`src/rtl/mux_scan_sequencer_if.sv`:
```
// Handshake and mux-select bundle between the scan sequencer and its environment.
// The master modport is the sequencer side; the slave modport is the mux/consumer side.
interface mux_scan_sequencer_if #(
  parameter int unsigned NUM_CH = 20,
  parameter int unsigned SEL_W  = 5
);
  logic              start;
  logic              continuous;
  logic [SEL_W-1:0]  mux_sel;
  logic              mux_in;
  logic [NUM_CH-1:0] frame_data;
  logic              frame_valid;
  logic              frame_ready;
  logic              busy;

  modport master (
    input  start, continuous, mux_in, frame_ready,
    output mux_sel, frame_data, frame_valid, busy
  );

  modport slave (
    output start, continuous, mux_in, frame_ready,
    input  mux_sel, frame_data, frame_valid, busy
  );
endinterface

```
`src/rtl/mux_scan_sequencer.sv`:
```
// Scan sequencer for an NUM_CH-to-1 select mux: walks the select bus, holds each
// channel for SETTLE cycles, samples the mux output once, and hands the packed frame
// out on a valid/ready register. Backpressure stalls the scan in DELIVER.
module mux_scan_sequencer #(
  parameter int unsigned NUM_CH = 20,
  parameter int unsigned SEL_W  = 5,
  parameter int unsigned SETTLE = 2
) (
  input logic                  clk,
  input logic                  reset,
  mux_scan_sequencer_if.master bus
);

  localparam int unsigned CNT_W = (SETTLE > 1) ? $clog2(SETTLE) : 1;
  localparam logic [CNT_W-1:0] CNT_LAST = CNT_W'(SETTLE - 1);
  localparam logic [SEL_W-1:0] SEL_LAST = SEL_W'(NUM_CH - 1);

  typedef enum logic [1:0] {
    S_IDLE,
    S_SETTLE,
    S_SAMPLE,
    S_DELIVER
  } state_t;

  state_t            state_q, state_d;
  logic [SEL_W-1:0]  sel_q, sel_d;
  logic [CNT_W-1:0]  cnt_q, cnt_d;
  logic [NUM_CH-1:0] shadow_q, shadow_d;
  logic [NUM_CH-1:0] frame_data_q, frame_data_d;
  logic              frame_valid_q, frame_valid_d;
  logic              load_ok;

  // Output register can take a new frame when empty or being drained this cycle.
  assign load_ok = !frame_valid_q || bus.frame_ready;

  // State and datapath registers; reset discards any partial frame.
  always_ff @(posedge clk) begin
    if (reset) begin
      state_q       <= S_IDLE;
      sel_q         <= '0;
      cnt_q         <= '0;
      shadow_q      <= '0;
      frame_data_q  <= '0;
      frame_valid_q <= 1'b0;
    end else begin
      state_q       <= state_d;
      sel_q         <= sel_d;
      cnt_q         <= cnt_d;
      shadow_q      <= shadow_d;
      frame_data_q  <= frame_data_d;
      frame_valid_q <= frame_valid_d;
    end
  end

  // Next-state, select walk, capture and output-register handshake.
  always_comb begin
    state_d       = state_q;
    sel_d         = sel_q;
    cnt_d         = cnt_q;
    shadow_d      = shadow_q;
    frame_data_d  = frame_data_q;
    frame_valid_d = frame_valid_q;

    // Consumer drain; a load in DELIVER below overrides this (load wins).
    if (frame_valid_q && bus.frame_ready) begin
      frame_valid_d = 1'b0;
    end

    case (state_q)
      S_IDLE: begin
        if (bus.start) begin
          state_d = S_SETTLE;
          sel_d   = '0;
          cnt_d   = '0;
        end
      end

      S_SETTLE: begin
        if (cnt_q == CNT_LAST) begin
          state_d = S_SAMPLE;
        end else begin
          cnt_d = cnt_q + 1'b1;
        end
      end

      S_SAMPLE: begin
        for (int unsigned k = 0; k < NUM_CH; k++) begin
          if (sel_q == SEL_W'(k)) begin
            shadow_d[k] = bus.mux_in;
          end
        end
        if (sel_q == SEL_LAST) begin
          state_d = S_DELIVER;
        end else begin
          state_d = S_SETTLE;
          sel_d   = sel_q + 1'b1;
          cnt_d   = '0;
        end
      end

      S_DELIVER: begin
        if (load_ok) begin
          frame_data_d  = shadow_q;
          frame_valid_d = 1'b1;
          if (bus.continuous) begin
            state_d = S_SETTLE;
            sel_d   = '0;
            cnt_d   = '0;
          end else begin
            state_d = S_IDLE;
          end
        end
      end

      default: begin
        state_d = S_IDLE;
      end
    endcase
  end

  assign bus.mux_sel     = sel_q;
  assign bus.frame_data  = frame_data_q;
  assign bus.frame_valid = frame_valid_q;
  assign bus.busy        = (state_q != S_IDLE);

endmodule

```
`src/flat_wrapper.sv`:
```
// flat-port wrapper written by rule: the top's interface ports become plain ports
module mux_scan_sequencer_flat 
#(
  parameter int unsigned NUM_CH = 20,
  parameter int unsigned SEL_W  = 5,
  parameter int unsigned SETTLE = 2
)
  (clk, reset, bus_start, bus_continuous, bus_mux_in, bus_frame_ready, bus_mux_sel, bus_frame_data, bus_frame_valid, bus_busy);
  mux_scan_sequencer_if #(.NUM_CH(NUM_CH), .SEL_W(SEL_W)) bus_i ();
  input logic clk;
  input logic reset;
  input wire logic [$bits(bus_i.start)-1:0] bus_start;
  input wire logic [$bits(bus_i.continuous)-1:0] bus_continuous;
  input wire logic [$bits(bus_i.mux_in)-1:0] bus_mux_in;
  input wire logic [$bits(bus_i.frame_ready)-1:0] bus_frame_ready;
  output wire logic [$bits(bus_i.mux_sel)-1:0] bus_mux_sel;
  output wire logic [$bits(bus_i.frame_data)-1:0] bus_frame_data;
  output wire logic [$bits(bus_i.frame_valid)-1:0] bus_frame_valid;
  output wire logic [$bits(bus_i.busy)-1:0] bus_busy;
  assign bus_i.start = bus_start;
  assign bus_i.continuous = bus_continuous;
  assign bus_i.mux_in = bus_mux_in;
  assign bus_i.frame_ready = bus_frame_ready;
  assign bus_mux_sel = bus_i.mux_sel;
  assign bus_frame_data = bus_i.frame_data;
  assign bus_frame_valid = bus_i.frame_valid;
  assign bus_busy = bus_i.busy;
  mux_scan_sequencer #(.NUM_CH(NUM_CH), .SEL_W(SEL_W), .SETTLE(SETTLE)) u_core (.clk(clk), .reset(reset), .bus(bus_i));
endmodule
```
`config.mk`:
```
export PLATFORM = sky130hd
export DESIGN_NAME = mux_scan_sequencer_flat
export DESIGN_NICKNAME = d
export VERILOG_FILES = /design/src/rtl/mux_scan_sequencer_if.sv /design/src/rtl/mux_scan_sequencer.sv /design/src/flat_wrapper.sv
export SDC_FILE = /design/constraint.sdc
export NUM_CORES = 1
export LEC_CHECK = 0
export ABC_AREA = 1
export CORE_MARGIN = 2
export CORE_UTILIZATION = 40
export CTS_BUF_LIST = sky130_fd_sc_hd__clkbuf_16
export DETAILED_ROUTE_END_ITERATION = 7
export DONT_BUFFER_PORTS = 1
export GPL_TIMING_DRIVEN = 0
export PLACE_DENSITY_LB_ADDON = 0.12
export SLEW_MARGIN = 5
export SYNTH_ARGS = -nofsm -noshare
export SYNTH_HDL_FRONTEND = slang
export SYNTH_SLANG_ARGS = --single-unit
```
`constraint.sdc`:
```
create_clock -name clk -period 5.2 [get_ports clk]
set_clock_uncertainty 0.15 [all_clocks]
set_input_delay 0.78 -clock clk [delete_from_list [all_inputs] [get_ports clk]]
set_output_delay 0.78 -clock clk [all_outputs]
set_load 0.02 [all_outputs]
```
==> results.py <==
metrics = {
    "status": {
        "status": "finished, final reports clean",
    },
    "global_route": {
        "antenna_found_initial": 0,
        "first_global_vias": 1673,
        "grt_usage_pct": 16.66,
        "grt_first_pass_wirelength_um": 7845,
        "grt-ovfl-total": 0,
        "grt_max_degree": 16,
    },
    "final_layout": {
        "fill_cells": 533,
        "layout_common_cells": "nor2_1, dfxtp_1, o21ai_0",
        "syn2layout_area_growth_pct": 13.22,
        "drive_gt1_share_pct": 9.966,
        "design_area_mm2": 0.002379,
        "final_nets": 301,
        "antenna_cells": 0,
        "fin_util_pct": 46.87,
        "final_common_cell": "nor2_1",
    },
    "clock_tree": {
        "h-tree-depth": 2,
        "postCtsSetupBuffers": 0,
        "cts_tree": "yes",
        "clkLatencyLatePin_ns": 0.29,
        "cts_buffer_depth": 2,
        "cts_resized": 0,
        "cts.reportedPaths.clkPinSlew_ns": 0.06,
        "ctsHoldBuffers": 0,
        "cts_root_buf": "clkbuf_16",
        "cts_buffers": 5,
        "cts.sinks": 49,
    },
    "timing": {
        "post-route-period-util_pct": 39.04,
        "tns_ns": 0,
        "slew-limit-headroom_pct": 67.77,
        "setup_ws_ns": 3.170,
        "setup_viol": 0,
        "drv_slew": 0,
        "hold_viol_final": 0,
        "worst_pin_slew_ns": 0.4834,
        "rsz0062_at_grt": "no",
        "fmaxAchievable_ghz": 0.4926,
        "fin_crit_ns": 2.030,
    },
    "floorplan": {
        "rows": 26,
        "ios": 33,
        "dieArea_mm2": 0.005848,
        "die_width_um": 76.47,
        "initial_utilization_pct": 41.40,
        "core_area_mm2": 0.005075,
        "die_height_um": 76.47,
    },
    "setup_path": {
        "crit_end": "u_core.bus.mux_sel[4]$_SDFFE_PP0P_",
        "reg2reg_to": "u_core.bus.mux_sel[4]$_SDFFE_PP0P_",
        "regToRegSetupSlack_ns": 3.17,
        "cp-end-kind": "flip-flop",
        "critPathLaunch": "u_core.bus.mux_sel[1]$_SDFFE_PP0P_",
        "regToRegStartpoint": "u_core.bus.mux_sel[1]$_SDFFE_PP0P_",
        "crit_type": "flip-flop to flip-flop",
        "critical_path_required_ns": 5.28,
        "cp-start-kind": "flip-flop",
        "worstPathMaxFanout": 7,
        "r2r_cells": 8,
        "worstPathArrival_ns": 2.11,
    },
    "drt": {
        "wl_per_cell_um": 12.52,
        "ant_nets": 0,
        "drtPass1Iterations": 4,
        "viasPerCell": 4.884,
        "num_vias": 1763,
        "totalWireLength_um": 4518,
        "route.detailed.drc": 0,
        "drt_iter0_markers": 100,
    },
    "synthesis": {
        "yosys_warnings": 0,
        "syn_avg_cell_area_um2": 7.423,
        "synth.net_count": 294,
        "synth_cells": 283,
        "synth_area_mm2": 0.002101,
        "ys_seq_area_share_pct": 46.69,
        "synth-seq-cells": 49,
        "yosysUniqueCellTypes": 22,
    },
    "placed_design": {
        "dp_slack_ns": 3.174,
        "postPlaceCellArea_mm2": 0.002188,
        "place_congestion": 0.8275,
        "portBuffers": 0,
        "place_hpwl_um": 3444,
    },
    "pwr": {
        "vdd_drop_max_mv": 0.1685,
        "fin_total_pwr_uw": 933.2,
        "cellPowerDensity_mw_per_mm2": 392.3,
        "p_leak_nw": 0.9661,
    },
    "run": {
        "cap_violations": 0,
    },
    "hold_path": {
        "hold_class": "flip-flop to flip-flop",
    },
}
## cells by family (layout without fill, tap and decap cells)
| group | count (synthesis) | count (layout) | synth area share, % |
|---|---|---|---|
| buffers and inverters | 39 | 47 | 7.861 |
| AOI/OAI and AO/OA | 72 | 72 | 17.27 |
| and+or+nand+nor | 118 | 118 | 25.19 |
| DFF | 49 | 49 | 46.69 |
| adders and majority gates | 5 | 5 | 2.978 |
## cells in the mapped netlist
cell type	number	area (µm²)
clkinv_2	3	15.01
nor2_1	56	210.2
inv_2	2	7.510
a21oi_1	29	145.1
nand3b_1	1	7.510
clkbuf_2	1	5.000
o21ai_0	40	200.2
dfxtp_1	49	980.9
inv_1	22	82.58
clkbuf_1	5	18.77
nand2_2	3	18.77
nor2_4	2	22.52
nand3_1	16	80.08
buf_6	1	11.26
nand2_1	30	112.6
buf_2	5	25.02
o21ai_1	2	10.01
or2_2	1	6.260
nand4_1	6	37.54
o21a_1	1	7.510
ha_1	5	62.56
nand2_4	3	33.78
## worst max-delay path, cell delays in order, from the launching register on
cell	delay, ns
dfxtp_1	0.53
ha_1	0.38
inv_1	0.09
nor2_1	0.11
ha_1	0.23
or2_2	0.29
nand2_1	0.06
nand2_1	0.04
nor2_1	0.08
## routing by layer
| layer | part of all wire, % | vias to the layer above | global-route usage, % | routed length (µm) |
|---|---|---|---|---|
| met2 | 46 | 31 | 26.73 | 2066 |
| met5 | 0 | - | 0 | 0 |
| met4 | 1.5 | 0 | 6.545 | 70 |
| met1 | 48 | 791 | 20.95 | 2187 |
| met3 | 4.3 | 6 | 5.095 | 193 |
| li1 | - | 935 | - | - |
## worst min-delay path by stage
| stage | startpoint | to | slack [ns] | cells past startpoint |
|---|---|---|---|---|
| 3_5_place_dp | u_core.shadow_q[15]$_SDFFE_PP0P_ | u_core.bus.frame_data[15]$_SDFFE_PP0P_ | 0.30 | 2 |
| 2_1_floorplan | u_core.shadow_q[15]$_SDFFE_PP0P_ | u_core.bus.frame_data[15]$_SDFFE_PP0P_ | 0.28 | 2 |
| 5_1_grt | u_core.shadow_q[15]$_SDFFE_PP0P_ | u_core.shadow_q[15]$_SDFFE_PP0P_ | 0.31 | 2 |
| 6_report | u_core.shadow_q[15]$_SDFFE_PP0P_ | u_core.bus.frame_data[15]$_SDFFE_PP0P_ | 0.31 | 2 |
| 3_3_place_gp | u_core.shadow_q[15]$_SDFFE_PP0P_ | u_core.shadow_q[15]$_SDFFE_PP0P_ | 0.29 | 2 |
| 4_1_cts | u_core.shadow_q[15]$_SDFFE_PP0P_ | u_core.bus.frame_data[15]$_SDFFE_PP0P_ | 0.31 | 2 |
## through the flow
step	hold WS (ns)	std cells
finish	0.3134	361
global placement	0.2943	353
floorplan	0.2795	283
global route	0.3121	361
detailed placement	0.2964	353
CTS	0.3051	361
## registers in the layout (all words and copies together), names as in the netlist
register / flops
u_core.shadow_q: 20
u_core.bus.frame_data: 20
u_core.state_q: 2
u_core.cnt_q: 1
u_core.bus.frame_valid: 1
u_core.bus.mux_sel: 5
## cell type report
cell class / count / area [µm²] / share of cell area [%]
flip-flops and latches: 49 / 980.9 / 41.24
multi-input cells: 195 / 954.7 / 40.14
clock buffers: 5 / 125.1 / 5.260
inverters: 27 / 105.1 / 4.419
well taps: 70 / 87.58 / 3.682
clock inverters: 3 / 65.06 / 2.735
plain buffers: 12 / 60.06 / 2.525
## power breakdown
group          internal [mW]  leakage [nW]  switching (mW)  total, mW
Combinational         0.0330         0.476          0.0674      0.100
Sequential             0.391         0.396          0.0288      0.419
Clock                  0.275        0.0938           0.139      0.413
No activity file was read; power rests on OpenSTA's default activity.
==> edit: new RTL, same flow settings <==
`frame_data_q` no longer has a reset.
--- a/src/rtl/mux_scan_sequencer.sv
+++ b/src/rtl/mux_scan_sequencer.sv
@@ -40,16 +40,18 @@
       sel_q         <= '0;
       cnt_q         <= '0;
       shadow_q      <= '0;
-      frame_data_q  <= '0;
       frame_valid_q <= 1'b0;
     end else begin
       state_q       <= state_d;
       sel_q         <= sel_d;
       cnt_q         <= cnt_d;
       shadow_q      <= shadow_d;
-      frame_data_q  <= frame_data_d;
       frame_valid_q <= frame_valid_d;
     end
+  end
+
+  always_ff @(posedge clk) begin
+    frame_data_q <= frame_data_d;
   end
 
   // Next-state, select walk, capture and output-register handshake.
Function: same outputs for any inputs over 10 cycles, from zero or initial values and one cycle with reset high; that may be too few to reach the edited logic, so the function may still have changed.
==> edit against the unedited design <==
  * Setup slack worse by 0.021 ns
  * Die area is 4.2% lower
  * Sequential cell count did not move
  * Count of clock-buffer cells in the layout is the same
  * Combinational power decreased by 12%
  * Sequential share of layout area grew 11 points
  * Via count is 18% lower
  * Power down 6.0%
  * Synthesized area fell by 4.5%
  * Design area is 4.5% lower
  * Core utilization is 0.58 points higher
  * Routed wire length is 12% lower
  * Largest cell class unchanged
==> edit: results (changes against the unedited design) <==
- Run status: completed (unchanged)
- Skew-Pair Late Insertion Delay: 0.28 ns
- Slew headroom: 65.4% (was 67.8%)
- Total Routing Usage GR: 15.8% (was 16.7%)
- Clock transition at path regs: 0.06 ns (about the same)
- Layout cells sized above 1: 12.2% (was 9.97%)
- Vias in the first global route: 1,331 (was 1,673)
- Worst Path Max Fanout: 7 (unchanged)
- Net Count, Synth: 223 (was 294)
- Unique cell type count in the Yosys netlist: 21 (was 22)
- Post-CTS setup buffers: 0 (unchanged)
- Sequential-to-total area share from yosys stat: 58.9% (was 46.7%)
- Fin nets: 231 (was 301)
- Total CTS buffers: 5 (unchanged)
- WL/cell: 13.8 um (was 12.5 um)
- Number of diodes: 0 (unchanged)
- DRT iter0 DRCs: 83 (was 100)
- M1 GR Usage: 20.0% (was 21.0%)
- DR pass1 iterations: 4 (unchanged)
- Slowest cell delay on critical path: 0.55 ns (was 0.53 ns)
- Hold Path Class: flop to flop (unchanged)
- Slowest-stage cell, CP: dfxtp_1 (unchanged)
- Largest net degree at the start of global routing: 16 (unchanged)
- Routed via count: 1,438 (was 1,763)
- Worst VDD drop: 148 uV (was 168 uV)
- H-tree levels: 2 (unchanged)
- First-pass GRT wire length: 6.51 mm (was 7.85 mm)
- Root buffer cell: clkbuf_16 (unchanged)
- Lkg Pwr: 0.000863 uW (was 0.000966 uW)
- Clock buffer depth: 2 (unchanged)
- IO Port Bufs: 0 (unchanged)
- Met2 usage: 25.5% (was 26.7%)
- Pwr per Cell Area: 386 nW/um2 (was 392 nW/um2)
- Top cells by area, synth: edfxtp_1 30%, dfxtp_1 29%, a21oi_1 6.2% (was dfxtp_1 47%, nor2_1 10%, o21ai_0 9.5%)
- Most frequent cells after synthesis: 29 x dfxtp_1, 25 x a21oi_1, 25 x nor2_1 (was 56 x nor2_1, 49 x dfxtp_1, 40 x o21ai_0)
- Initial antenna violation count: 0 (unchanged)
- Synth async-reset ratio: 0% (unchanged)
- Post-synth EDFFs: 20 (was 0)
- Synth Warn #: 0 (unchanged)
- Detailed Place HPWL: 2.93 mm (was 3.44 mm)
- Final GP Congestion: 0.824 (was 0.828)
- Post-cts sizing count: 0 (unchanged)
- GR Util met3: 4.28% (was 5.09%)
- Critical Path AT: 2.12 ns
## edit: routing by layer
metal / wire length [um] / up-vias
met5: 0 / -
met4: 73 / 0
met3: 211 / 6
met2: 1870 / 39
met1: 1820 / 660
li1: - / 733
## edit: cell type report
class | count | area (um2)
clock buffer | 5 | 125
inverter | 23 | 86.3
fill | 461 | 2510
timing repair buffer | 1 | 15.0
multi-input combinational | 134 | 708
buffer | 6 | 33.8
tap | 67 | 83.8
sequential | 49 | 1180
clock inverter | 3 | 37.5
## edit: kinds of logic (layout without fill, tap and decap cells)
logic type	count (synthesis)	in the layout	share of synthesized area, %
AO/OA/AOI/OAI	47	47	11.7
buffers and inverters	29	38	5.98
AND/OR/NAND/NOR	82	82	20.3
adder cells (fa/ha/maj)	5	5	3.12
flip-flops	49	49	58.9
## edit: worst paths after layout
path	to	startpoint	slack [ns]	cells after the start
max reg2reg	u_core.bus.mux_sel[4]	u_core.bus.mux_sel[0]	3.15	8
min	u_core.bus.frame_data[19]	u_core.shadow_q[19]	0.28	0
min reg2reg	u_core.bus.frame_data[19]	u_core.shadow_q[19]	0.28	0
max	u_core.bus.mux_sel[4]	u_core.bus.mux_sel[0]	3.15	8
## edit: critical path, delay by kind of cell, from the launching register on
family                     cells  cell delay, ns
and+or+nand+nor                6            0.72
adders and majority gates      2            0.58
DFF                            1            0.55
## edit: through the flow
stage               total power [uW]  instance area (um2)  instances  util (%)  setup WS, ns
floorplan                        509                 2010        212         -          2.96
global placement                 526                 2090        279      43.7          2.54
detailed placement               530                 2110        280      44.1          3.16
CTS                              880                 2270        288      47.5          3.13
global route                     910                 2270        288      47.5          2.97
finish                           877                 2270        288      47.5          3.15
## edit: where the power goes
part / internal, uW / switching [uW]
logic: 26.6 / 61.0
registers: 411 / 22.9
clock network: 223 / 132
